### config.mk
export PLATFORM = sky130hd
export DESIGN_NAME = led_scroller
export DESIGN_NICKNAME = d
export VERILOG_FILES = /design/src/rtl/led_scroller.sv
export SDC_FILE = /design/constraint.sdc
export NUM_CORES = 1
export LEC_CHECK = 0
export CORE_MARGIN = 2
export CORE_UTILIZATION = 60
export DETAILED_ROUTE_END_ITERATION = 8
export PLACE_DENSITY_LB_ADDON = 0.12
export SETUP_SLACK_MARGIN = 0.4
export SLEW_MARGIN = 20
export SYNTH_ARGS = -nofsm -noshare
export SYNTH_HDL_FRONTEND = slang
export SYNTH_SLANG_ARGS = --single-unit
### constraint.sdc
create_clock -name clk12MHz -period 10.1 [get_ports clk12MHz]
set_input_delay 2.02 -clock clk12MHz [delete_from_list [all_inputs] [get_ports clk12MHz]]
set_output_delay 2.02 -clock clk12MHz [all_outputs]
set_load 0.01 [all_outputs]
### src/rtl/led_scroller.sv
// Column pattern store plus 8-column horizontal scroller. Each window is gathered
// serially into a shadow over 8 cycles, then committed to the driver outputs in one edge.
module led_scroller #(
    parameter int DEPTH    = 64,
    parameter int AW       = 6,
    parameter int STEP_DIV = 1200000
) (
    input  logic          clk12MHz,
    input  logic          rst_n,
    input  logic          wr_en,
    input  logic [AW-1:0] wr_addr,
    input  logic [3:0]    wr_data,
    input  logic [AW:0]   length,
    input  logic          run,
    input  logic          step_now,
    input  logic [2:0]    brightness,
    output logic [7:0]    leds1,
    output logic [7:0]    leds2,
    output logic [7:0]    leds3,
    output logic [7:0]    leds4,
    output logic [2:0]    leds_pwm,
    output logic          busy,
    output logic          wrap
);

    localparam int          DW      = (STEP_DIV > 1) ? $clog2(STEP_DIV) : 1;
    localparam logic [DW-1:0] DIV_TC = DW'(STEP_DIV - 1);
    localparam logic [AW:0] DEPTH_L = (AW+1)'(DEPTH);
    localparam logic [AW:0] ONE_L   = (AW+1)'(1);

    typedef enum logic [1:0] {IDLE, WAIT, LOAD, COMMIT} state_t;

    state_t            state_q, state_d;
    logic [AW-1:0]     pos_q, pos_d;
    logic [AW-1:0]     idx_q, idx_d;
    logic [AW:0]       len_q, len_d;
    logic [2:0]        k_q, k_d;
    logic [DW-1:0]     div_q, div_d;
    logic [3:0][7:0]   shadow_q, shadow_d;
    logic [3:0][7:0]   leds_q, leds_d;
    logic [2:0]        pwm_q, pwm_d;
    logic              busy_q, busy_d;
    logic              wrap_q, wrap_d;

    logic [3:0]        mem_q [DEPTH];

    logic [AW:0]       len_clamp;
    logic [AW-1:0]     base_pos;
    logic [AW:0]       base_inc;
    logic [AW-1:0]     adv_pos;
    logic              adv_wrap;
    logic [AW:0]       idx_inc;
    logic [AW-1:0]     idx_next;
    logic [3:0]        rd_data;
    logic              load_go;
    logic              load_adv;

    // Read is combinational from the registered array, so a same-cycle write is seen only next cycle.
    always_ff @(posedge clk12MHz) begin
        if (wr_en) mem_q[wr_addr] <= wr_data;
    end

    always_comb begin
        len_clamp = (length > DEPTH_L) ? DEPTH_L : length;
        base_pos  = ({1'b0, pos_q} >= len_clamp) ? '0 : pos_q;
        base_inc  = {1'b0, base_pos} + ONE_L;
        adv_pos   = (base_inc >= len_clamp) ? '0 : base_inc[AW-1:0];
        adv_wrap  = (len_clamp != '0) && ({1'b0, base_pos} == (len_clamp - ONE_L));
        idx_inc   = {1'b0, idx_q} + ONE_L;
        idx_next  = (idx_inc == len_q) ? '0 : idx_inc[AW-1:0];
        rd_data   = mem_q[idx_q];
    end

    always_comb begin
        state_d  = state_q;
        pos_d    = pos_q;
        idx_d    = idx_q;
        len_d    = len_q;
        k_d      = k_q;
        div_d    = div_q;
        shadow_d = shadow_q;
        leds_d   = leds_q;
        pwm_d    = pwm_q;
        wrap_d   = 1'b0;
        load_go  = 1'b0;
        load_adv = 1'b0;

        case (state_q)
            IDLE: begin
                div_d = '0;
                if (run) begin
                    load_go = 1'b1;
                end else if (step_now) begin
                    load_go  = 1'b1;
                    load_adv = 1'b1;
                end
            end
            WAIT: begin
                if (!run) begin
                    state_d = IDLE;
                    div_d   = '0;
                end else if (div_q == DIV_TC) begin
                    div_d    = '0;
                    load_go  = 1'b1;
                    load_adv = 1'b1;
                end else begin
                    div_d = div_q + 1'b1;
                end
            end
            LOAD: begin
                for (int r = 0; r < 4; r++) begin
                    shadow_d[r][k_q] = (len_q == '0) ? 1'b0 : rd_data[r];
                end
                idx_d = idx_next;
                k_d   = k_q + 3'd1;
                if (k_q == 3'd7) state_d = COMMIT;
            end
            COMMIT: begin
                leds_d  = shadow_q;
                pwm_d   = brightness;
                state_d = run ? WAIT : IDLE;
            end
            default: state_d = IDLE;
        endcase

        // Length is latched first so the advance and the out-of-range fold both use the new length.
        if (load_go) begin
            len_d   = len_clamp;
            pos_d   = load_adv ? adv_pos : base_pos;
            idx_d   = load_adv ? adv_pos : base_pos;
            wrap_d  = load_adv && adv_wrap;
            k_d     = 3'd0;
            state_d = LOAD;
        end

        busy_d = (state_d == LOAD) || (state_d == COMMIT);
    end

    always_ff @(posedge clk12MHz or negedge rst_n) begin
        if (!rst_n) begin
            state_q  <= IDLE;
            pos_q    <= '0;
            idx_q    <= '0;
            len_q    <= '0;
            k_q      <= '0;
            div_q    <= '0;
            shadow_q <= '0;
            leds_q   <= '0;
            pwm_q    <= '0;
            busy_q   <= 1'b0;
            wrap_q   <= 1'b0;
        end else begin
            state_q  <= state_d;
            pos_q    <= pos_d;
            idx_q    <= idx_d;
            len_q    <= len_d;
            k_q      <= k_d;
            div_q    <= div_d;
            shadow_q <= shadow_d;
            leds_q   <= leds_d;
            pwm_q    <= pwm_d;
            busy_q   <= busy_d;
            wrap_q   <= wrap_d;
        end
    end

    assign leds1    = leds_q[0];
    assign leds2    = leds_q[1];
    assign leds3    = leds_q[2];
    assign leds4    = leds_q[3];
    assign leds_pwm = pwm_q;
    assign busy     = busy_q;
    assign wrap     = wrap_q;

endmodule

== Word-level counts from Yosys, hierarchy flattened ==
Memories as Yosys holds them, arrays and structs flattened.
Cells that the tools add are included.

* Eq/ne operators: 9
* $add $sub $neg: 5
* Reduce and logical (&&, ||, !) cells: 9
* $lt $le $gt $ge: 5
* Mux-type cells: 37

{| class="wikitable"
|+ Operator list
! kind !! count
|-
| $mux 21 || 2
|-
| $pmux 21 s2 || 1
|-
| $mux 6 || 6
|-
| $bwmux 8 || 4
|-
| $add 21x1->21 const B || 1
|-
| $eq 21x21->1 const B || 1
|-
| $add 6x1->7 const B || 2
|-
| $mux 1 || 14
|-
| $eq 2x2->1 const B || 4
|-
| $eq 6x7->1 || 1
|-
| $eq 7x7->1 || 1
|-
| $ge 6x7->1 || 1
|-
| $ge 7x7->1 || 1
|-
| $gt 7x7->1 const B || 1
|-
| $logic_not 7->1 || 1
|-
| $mux 7 || 1
|-
| $reduce_bool 7->1 || 1
|-
| $sub 7x1->7 const B || 1
|-
| $mux 2 || 3
|-
| $mux 3 || 2
|-
| $pmux 2 s3 || 1
|-
| $lt 3x4->1 const B || 1
|-
| $pmux 1 s2 || 2
|-
| $reduce_bool 2->1 || 2
|-
| other kinds (8) || 10
|}

* Flip-flop bits (word level): 114
* Memories kept: 1
* Bits in writable memories: 256

{| class="wikitable"
|+ Memories
! name !! words !! width !! read ports !! clocked after Yosys merged registers in !! wr ports !! line !! source
|-
| mem_q || 64 || 4 || 1 || 0 || 1 || 45 || <nowiki>logic [3:0] mem_q [DEPTH];</nowiki>
|}

== Logic depth before layout (Yosys ltp) ==
Gate-level depths: netlist of the first run.

* Depth after elaboration: 9
* Gate-level depth with buffers: 21
* Gate-level depth less buffers: 20

== Worst setup path after synthesis of the first run ==
Ideal clock, no wire load.

* Path type: input to register
* Start: input length[6]
* End: register idx_q[5]
* Path buffers: 1
* Arrival time: 5.828 ns
* Path slack: 4.205 ns
* Cell stages on the path: 20
* Library setup time: 0.067 ns
* Cell sequence: clkinv_1 > nand2_1 > inv_1 > ha_1 > nor2b_1 > o21ai_0 > a221oi_1 > nor2_1 > clkbuf_1 > nor2b_1 > ha_1 > nand3_1 > nor3_1 > ha_1 > a21oi_1 > and3_1 > o21ai_0 > or4_1 > a31oi_1 > a221o_1

* Word-level cells in the longest chain between the ends: 9

{| class="wikitable"
|+ Ends and longest elaborated chain
! item !! line !! source
|-
| from (decl) || 13 || <nowiki>input logic [AW:0] length,</nowiki>
|-
| $gt 7x7->1 (*) || 64 || <nowiki>len_clamp = (length > DEPTH_L) ? DEPTH_L : length;</nowiki>
|-
| $mux 7 (*) || 64 ||
|-
| net len_clamp[0] || 47 || <nowiki>logic [AW:0] len_clamp;</nowiki>
|-
| $ge 6x7->1 || 65 || <nowiki>base_pos = ({1'b0, pos_q} >= len_clamp) ? '0 : pos_q;</nowiki>
|-
| $mux 6 || 65 ||
|-
| $add 6x1->7 || 66 || <nowiki>base_inc = {1'b0, base_pos} + ONE_L;</nowiki>
|-
| $ge 7x7->1 || 67 || <nowiki>adv_pos = (base_inc >= len_clamp) ? '0 : base_inc[AW-1:0];</nowiki>
|-
| $mux 6 || 67 ||
|-
| $mux 6 (*) || 130 || <nowiki>idx_d = load_adv ? adv_pos : base_pos;</nowiki>
|-
| $mux 6 (*) || 127 || <nowiki>if (load_go) begin</nowiki>
|-
| to (signal assigned) || 155 || <nowiki>idx_q <= idx_d;</nowiki>
|-
| to (decl) || 35 || <nowiki>logic [AW-1:0] idx_q, idx_d;</nowiki>
|}

The timed path passes the listed nets; every way through them passes the cells marked *.
A chain may end at the register's enable or synchronous reset.

== Worst setup path in the final report of the first run ==
Same ends and word-level chain as after synthesis.

==> reports/metrics.cfg, run 1 <==
[timing]
finalSetupViolCount=0
fin_crit_sh_pct=70.8
grt_setup_unrepaired=false
fmax_ghz=0.140
timing.final.ws_setup_ns=2.95
tns_ns=0
maxSlewViolCount=0
hold_viol_final=0
tightest_slew_ns=1.03
slew_headroom_pct=31.5
finalClockSkew_ns=0.0175
period_minus_slack_ns=7.15

[critical_path]
cp-end-kind=flip-flop
reg2reg_slack_ns=5.28
cp_data_required_time_ns=10.56
crit_arrival_ns=7.61
r2r-end=idx_q[5]
r2r_cells=16
crit_path_top_delay_cell=a221oi_1
path_cells=clkdlybuf4s50_1, clkinv_1, nand2_1, inv_1, ha_1, nor2b_1, o21ai_0, a221oi_1, nor2_1, nor2b_1, ha_1, nand3_1, nor3_1, ha_1, a21oi_1, and3_1, o21ai_0, or4_1, a31oi_1, a221o_1
cp_top_family=simple AND/OR/NAND/NOR gates
critPathMaxFanout=14
cp.depth=20
worstSetupStartpointType=input port
crit_type=in -> reg
path_buf_inv=3
r2r-start=pos_q[2]
crit_top_cell=ha_1
cp_slowest_stage_delay_ns=0.79

[floorplan]
rows=59
die-width_um=167
die-area_sq_mm=0.0280
start_util_pct=61.2
core_area_sq_mm=0.0261
ios=62
die_height_um=167

[outcome]
status=complete, but fails checks
violations=design-rule violations

[clock_tree]
clockRootBuffer=clkbuf_16
clk_path_buf_depth=3
cts_resized=0
htreeDepth=2
cts_buffers=39
hold_buffers=0
cts_setup_buffers=0
clock_latency_ns=0.53
clkSlewWorstSetupHoldPaths_ns=0.06
cts_tree=done
clkSinkCount=370

[synthesis]
syn_inst=1075
synth_ff_type=edfxtp_1
synth-async-reset-ratio_pct=30.8
ys_types=69
ys_seq_area_share_pct=65.9
ys_seq_elements=370
syn_area_per_cell_sq_um=14.9
synth_nets=1120
syn_area_sq_mm=0.0160
synth_edf_count=256
yosysWarnings=0

[detailed_routing]
drt_wl_total_um=32900
drt_iter0_drc=821
wl_per_cell_um=22.0
vias=9250
firstDrtPassIters=9
vias_per_cell=6.17
postRouteAntennaNets=0
drcViolationCount=6

[global_route]
grt_pass1_vias=9438
grt_pass1_wl_um=52900
grt_usage_pct=24.3
antenna_found_initial=0
grt_max_degree=82
grt-ovfl-total=0

[placed_design]
port_buffers=61
placedCellCount=1427
pre_cts_slack_ns=2.49
dp_hpwl_um=20800
gp_congestion=0.851

[layout]
drive_above_1_share_pct=17.0
final_core_util_pct=69.1
final_cell_mix=edfxtp_1, dfrtp_1, nor2_1
final_common_cell=edfxtp_1
nets=1178
antenna_cells=0
fin_cells=1499
area_delta_synth_final_pct=13.0

[power_and_ir_drop]
ir_drop_mv=0.181
power.leakage_nw=6.48
power_density_mw_per_mm2=265

[worst_hold_path]
min_path_cells=2
whs_endpoint=shadow_q[29]
hp-class=reg -> reg
worstHoldStart=shadow_q[29]

[job]
maxCapViolations=0

[worst reg2reg max path: cells and delay by family (launching register included)]
| family | cells | cell delay [ns] |
|---|---|---|
| DFF | 1 | 0.48 |
| and+or+nand+nor | 6 | 1.67 |
| adders and majority gates | 3 | 0.87 |
| AOI/OAI and AO/OA | 7 | 1.74 |
[registers in the layout, summed over array words and instances, names as in the netlist, 6 cells and up]
signal and flops:
leds3 8, leds4 8, idx_q 6, mem_q 256, div_q 21, len_q 7
shadow_q 32, leds2 8, leds1 8, pos_q 6
[layer usage]
layer / global-route usage (%) / share of wire (%) / wire [um]
met5: 0 / 0 / 0
met4: 6.54 / 2.3 / 762
met3: 4.35 / 6.2 / 2060
met2: 41.7 / 50 / 16500
met1: 32.5 / 41 / 13600
[stage by stage]
step / hold slack, ns / area (sq um) / total power, mW
after floorplan: 0.445 / 16000 / 2.97
after CTS: 0.480 / 18100 / 4.82
after detailed placement: 0.466 / 16800 / 3.45
final: 0.474 / 18100 / 4.80
after global routing: 0.499 / 18100 / 5.03
after global placement: 0.459 / 16800 / 3.42
[power by group]
group | internal (mW) | total [mW] | switching, mW
logic | 0.694 | 1.45 | 0.758
registers | 1.80 | 1.97 | 0.171
clock network | 0.800 | 1.37 | 0.574
[how the worst max path moves through the flow]
stage / from / to / slack, ns
after detailed placement: length[6] / idx_q[5] / 2.49
final: length[6] / idx_q[5] / 2.95
after CTS: length[6] / idx_q[5] / 3.01
after global routing: length[6] / idx_q[5] / 2.44
after global placement: length[6] / idx_q[5] / 2.63
after floorplan: length[6] / idx_q[5] / 4.20
[Yosys cell counts (5+ instances only)]
cell type | instances | area share, %
edfxtp_1 | 256 | 48
dfrtp_1 | 114 | 18
nor2_1 | 106 | 2.5
nand2_1 | 72 | 1.7
o21ai_0 | 70 | 2.2
mux4_2 | 63 | 8.9
mux2_2 | 54 | 3.8
clkbuf_1 | 29 | 0.68
nand3_1 | 26 | 0.81
nor2b_1 | 21 | 0.82
ha_1 | 20 | 1.6
nor3_1 | 17 | 0.53
mux2i_1 | 16 | 1.0
xnor2_1 | 14 | 0.77
inv_1 | 12 | 0.28
nand2b_1 | 12 | 0.47
nand4_1 | 12 | 0.47
a21oi_1 | 10 | 0.31
a22oi_1 | 10 | 0.47
a31oi_1 | 9 | 0.35
and3_1 | 9 | 0.35
buf_2 | 9 | 0.28
buf_4 | 9 | 0.42
o31ai_1 | 8 | 0.38
o22ai_1 | 7 | 0.27
xor2_1 | 7 | 0.38
or3_1 | 6 | 0.23
a22o_1 | 5 | 0.27
[final cells by class]
class / count / area [sq um]
clock inverter: 20 / 164
clock buffer: 52 / 1070
multi-input combinational: 640 / 5160
timing repair buffer: 69 / 658
tap: 335 / 419
inverter: 13 / 48.8
sequential: 370 / 10500
fill: 1774 / 8060
[kinds of logic after synthesis]
group / share of synthesized area, %
fa+ha+maj: 1.56
compound gates: 6.58
mux: 13.7
xor+xnor: 1.30
simple gates: 9.14
flops: 65.9
buf+inv: 1.85
Note: power is estimated with default switching activity, not from simulation.
==> run 2, diff against run 1 <==
- CORE_UTILIZATION: 60 -> 55
- clock period: 10.1 -> 6.29 ns (I/O delays scaled with it)
==> reports/metrics.cfg, run 2 (synthesized netlist as in run 1, its figures left out) <==
[critical_path]
r2r-start=pos_q[2]
path_buf_inv=5  ; +2
reg2reg_slack_ns=2.13  ; -3.15 ns
crit_type=in -> reg
r2r_cells=17  ; +1
cp-end-kind=flip-flop
r2r-end=idx_q[5]
path_cells=clkdlybuf4s50_1, clkinv_1, nand2_1, inv_1, ha_1, nor2b_1, o21ai_0, a221oi_2, buf_4, o21ai_0, inv_1, ha_1, nand3_1, nor3_1, ha_1, a21oi_1, and3_1, o21ai_0, or4_1, a31oi_1, a221o_1
crit_path_top_delay_cell=clkdlybuf4s50_1
critPathMaxFanout=8  ; -6
cp_data_required_time_ns=6.75  ; -3.81 ns
crit_arrival_ns=5.84  ; -1.77 ns
cp_slowest_stage_delay_ns=0.52  ; -0.27 ns
worstSetupStartpointType=input port
cp_top_family=simple AND/OR/NAND/NOR gates

[global_route]
grt_usage_pct=22.3  ; -2.0 points
grt-ovfl-total=0  ; unchanged
antenna_found_initial=0  ; unchanged
grt_pass1_wl_um=52700  ; -0.48%
grt_max_degree=65  ; -21%
grt_pass1_vias=9407  ; -0.33%

[placed_design]
gp_congestion=0.836  ; -1.8%
port_buffers=61  ; unchanged
dp_hpwl_um=20700  ; -0.40%

[timing]
tightest_slew_ns=0.911  ; -0.114 ns
finalClockSkew_ns=0.0259  ; +0.00840 ns
maxSlewViolCount=0  ; unchanged
fmax_ghz=0.186
finalSetupViolCount=0  ; unchanged
slew_headroom_pct=39.3  ; +7.8 points
grt_setup_unrepaired=false
fin_crit_sh_pct=85.5
tns_ns=0  ; unchanged
period_minus_slack_ns=5.38
hold_viol_final=0  ; unchanged

[detailed_routing]
drt_iter0_drc=757  ; -7.8%
drcViolationCount=0  ; -6
vias_per_cell=5.97  ; -3.2%
vias=9229  ; -0.23%
firstDrtPassIters=5  ; -4
wl_per_cell_um=21.2  ; -3.6%
postRouteAntennaNets=0  ; unchanged
drt_wl_total_um=32700  ; -0.69%

[clock_tree]
cts_buffers=40  ; +2.6%
cts_tree=done
clkSlewWorstSetupHoldPaths_ns=0.06  ; about the same
clockRootBuffer=clkbuf_16
htreeDepth=2  ; unchanged
clk_path_buf_depth=3  ; unchanged
cts_setup_buffers=0  ; unchanged
clkSinkCount=370  ; unchanged
cts_resized=0  ; unchanged
clock_latency_ns=0.54  ; about the same
hold_buffers=0  ; unchanged

[outcome]
status=complete, no violations

[floorplan]
die_height_um=175  ; +4.3%
start_util_pct=55.7  ; -5.5 points
die-area_sq_mm=0.0305  ; +8.9%
ios=62  ; unchanged
rows=62  ; +5.1%
core_area_sq_mm=0.0287  ; +9.8%
die-width_um=175  ; +4.3%

[worst_hold_path]
hp-class=reg -> reg
min_path_cells=2  ; unchanged
whs_endpoint=shadow_q[21]
worstHoldStart=shadow_q[21]

[layout]
nets=1180  ; +0.17%
largest_reg_flops=256  ; unchanged
final_cell_mix=edfxtp_1, dfrtp_1, nor2_1
top_register=mem_q
drive_above_1_share_pct=17.3  ; +0.30 points
final_common_cell=edfxtp_1
antenna_cells=0  ; unchanged
top_regs=mem_q (256), shadow_q (32), div_q (21)
fillCellCount=2146  ; +21%
area_delta_synth_final_pct=13.2

[power_and_ir_drop]
ir_drop_mv=0.273  ; +51%
p_total_mw=7.62  ; +59%
power_density_mw_per_mm2=421  ; +58%
power.leakage_nw=6.47  ; -0.15%

[job]
maxCapViolations=0  ; unchanged

[run 2: layout make-up]
type                    count  area [sq um]  area share, %
well taps                 384           480           2.65
inverters                  13          48.8          0.269
repair buffers             70           666           3.68
multi-input cells         640          5170           28.6
clock buffers              54          1110           6.16
clock inverters            14          77.6          0.428
flip-flops and latches    370         10500           58.2
[run 2: worst min-delay path, stage by stage, from the launching register on]
cell and delay, ns:
dfrtp_1 0.34, nand2_1 0.04, o21ai_0 0.06
[run 2: metrics by stage]
stage / setup slack, ns / hold slack [ns] / std cells / util (%) / instance area [sq um]
4_1_cts: 0.825 / 0.481 / 1545 / 63.0 / 18100
5_1_grt: 0.484 / 0.505 / 1545 / 63.1 / 18100
3_3_place_gp: 0.343 / 0.460 / 1477 / 58.9 / 16900
2_1_floorplan: 1.16 / 0.445 / 1075 / - / 16000
6_report: 0.909 / 0.474 / 1545 / 63.1 / 18100
3_5_place_dp: 0.281 / 0.469 / 1477 / 58.9 / 16900
[run 2: routing by layer]
layer	global-route usage (%)	up-vias	part of all wire, %
met1	30.3	4602	42
met2	37.1	312	49
li1	-	4251	-
met5	0	-	0
met4	7.33	0	2.6
met3	3.92	64	6.3
[run 2: how the worst max path moves through the flow]
stage              start        to  slack, ns  depth (start not counted)
3_5_place_dp   length[6]  idx_q[5]       0.28                         21
3_3_place_gp   length[6]  idx_q[5]       0.34                         21
6_report       length[6]  idx_q[5]       0.91                         21
2_1_floorplan  length[6]  idx_q[5]       1.16                         20
5_1_grt        length[6]  idx_q[5]       0.48                         21
4_1_cts        length[6]  idx_q[5]       0.82                         21
[run 2: report_power, final]
group	switching [mW]	internal, mW
Sequential	0.389	2.89
Clock	0.903	1.24
Combinational	1.09	1.11
Total	2.38	5.24
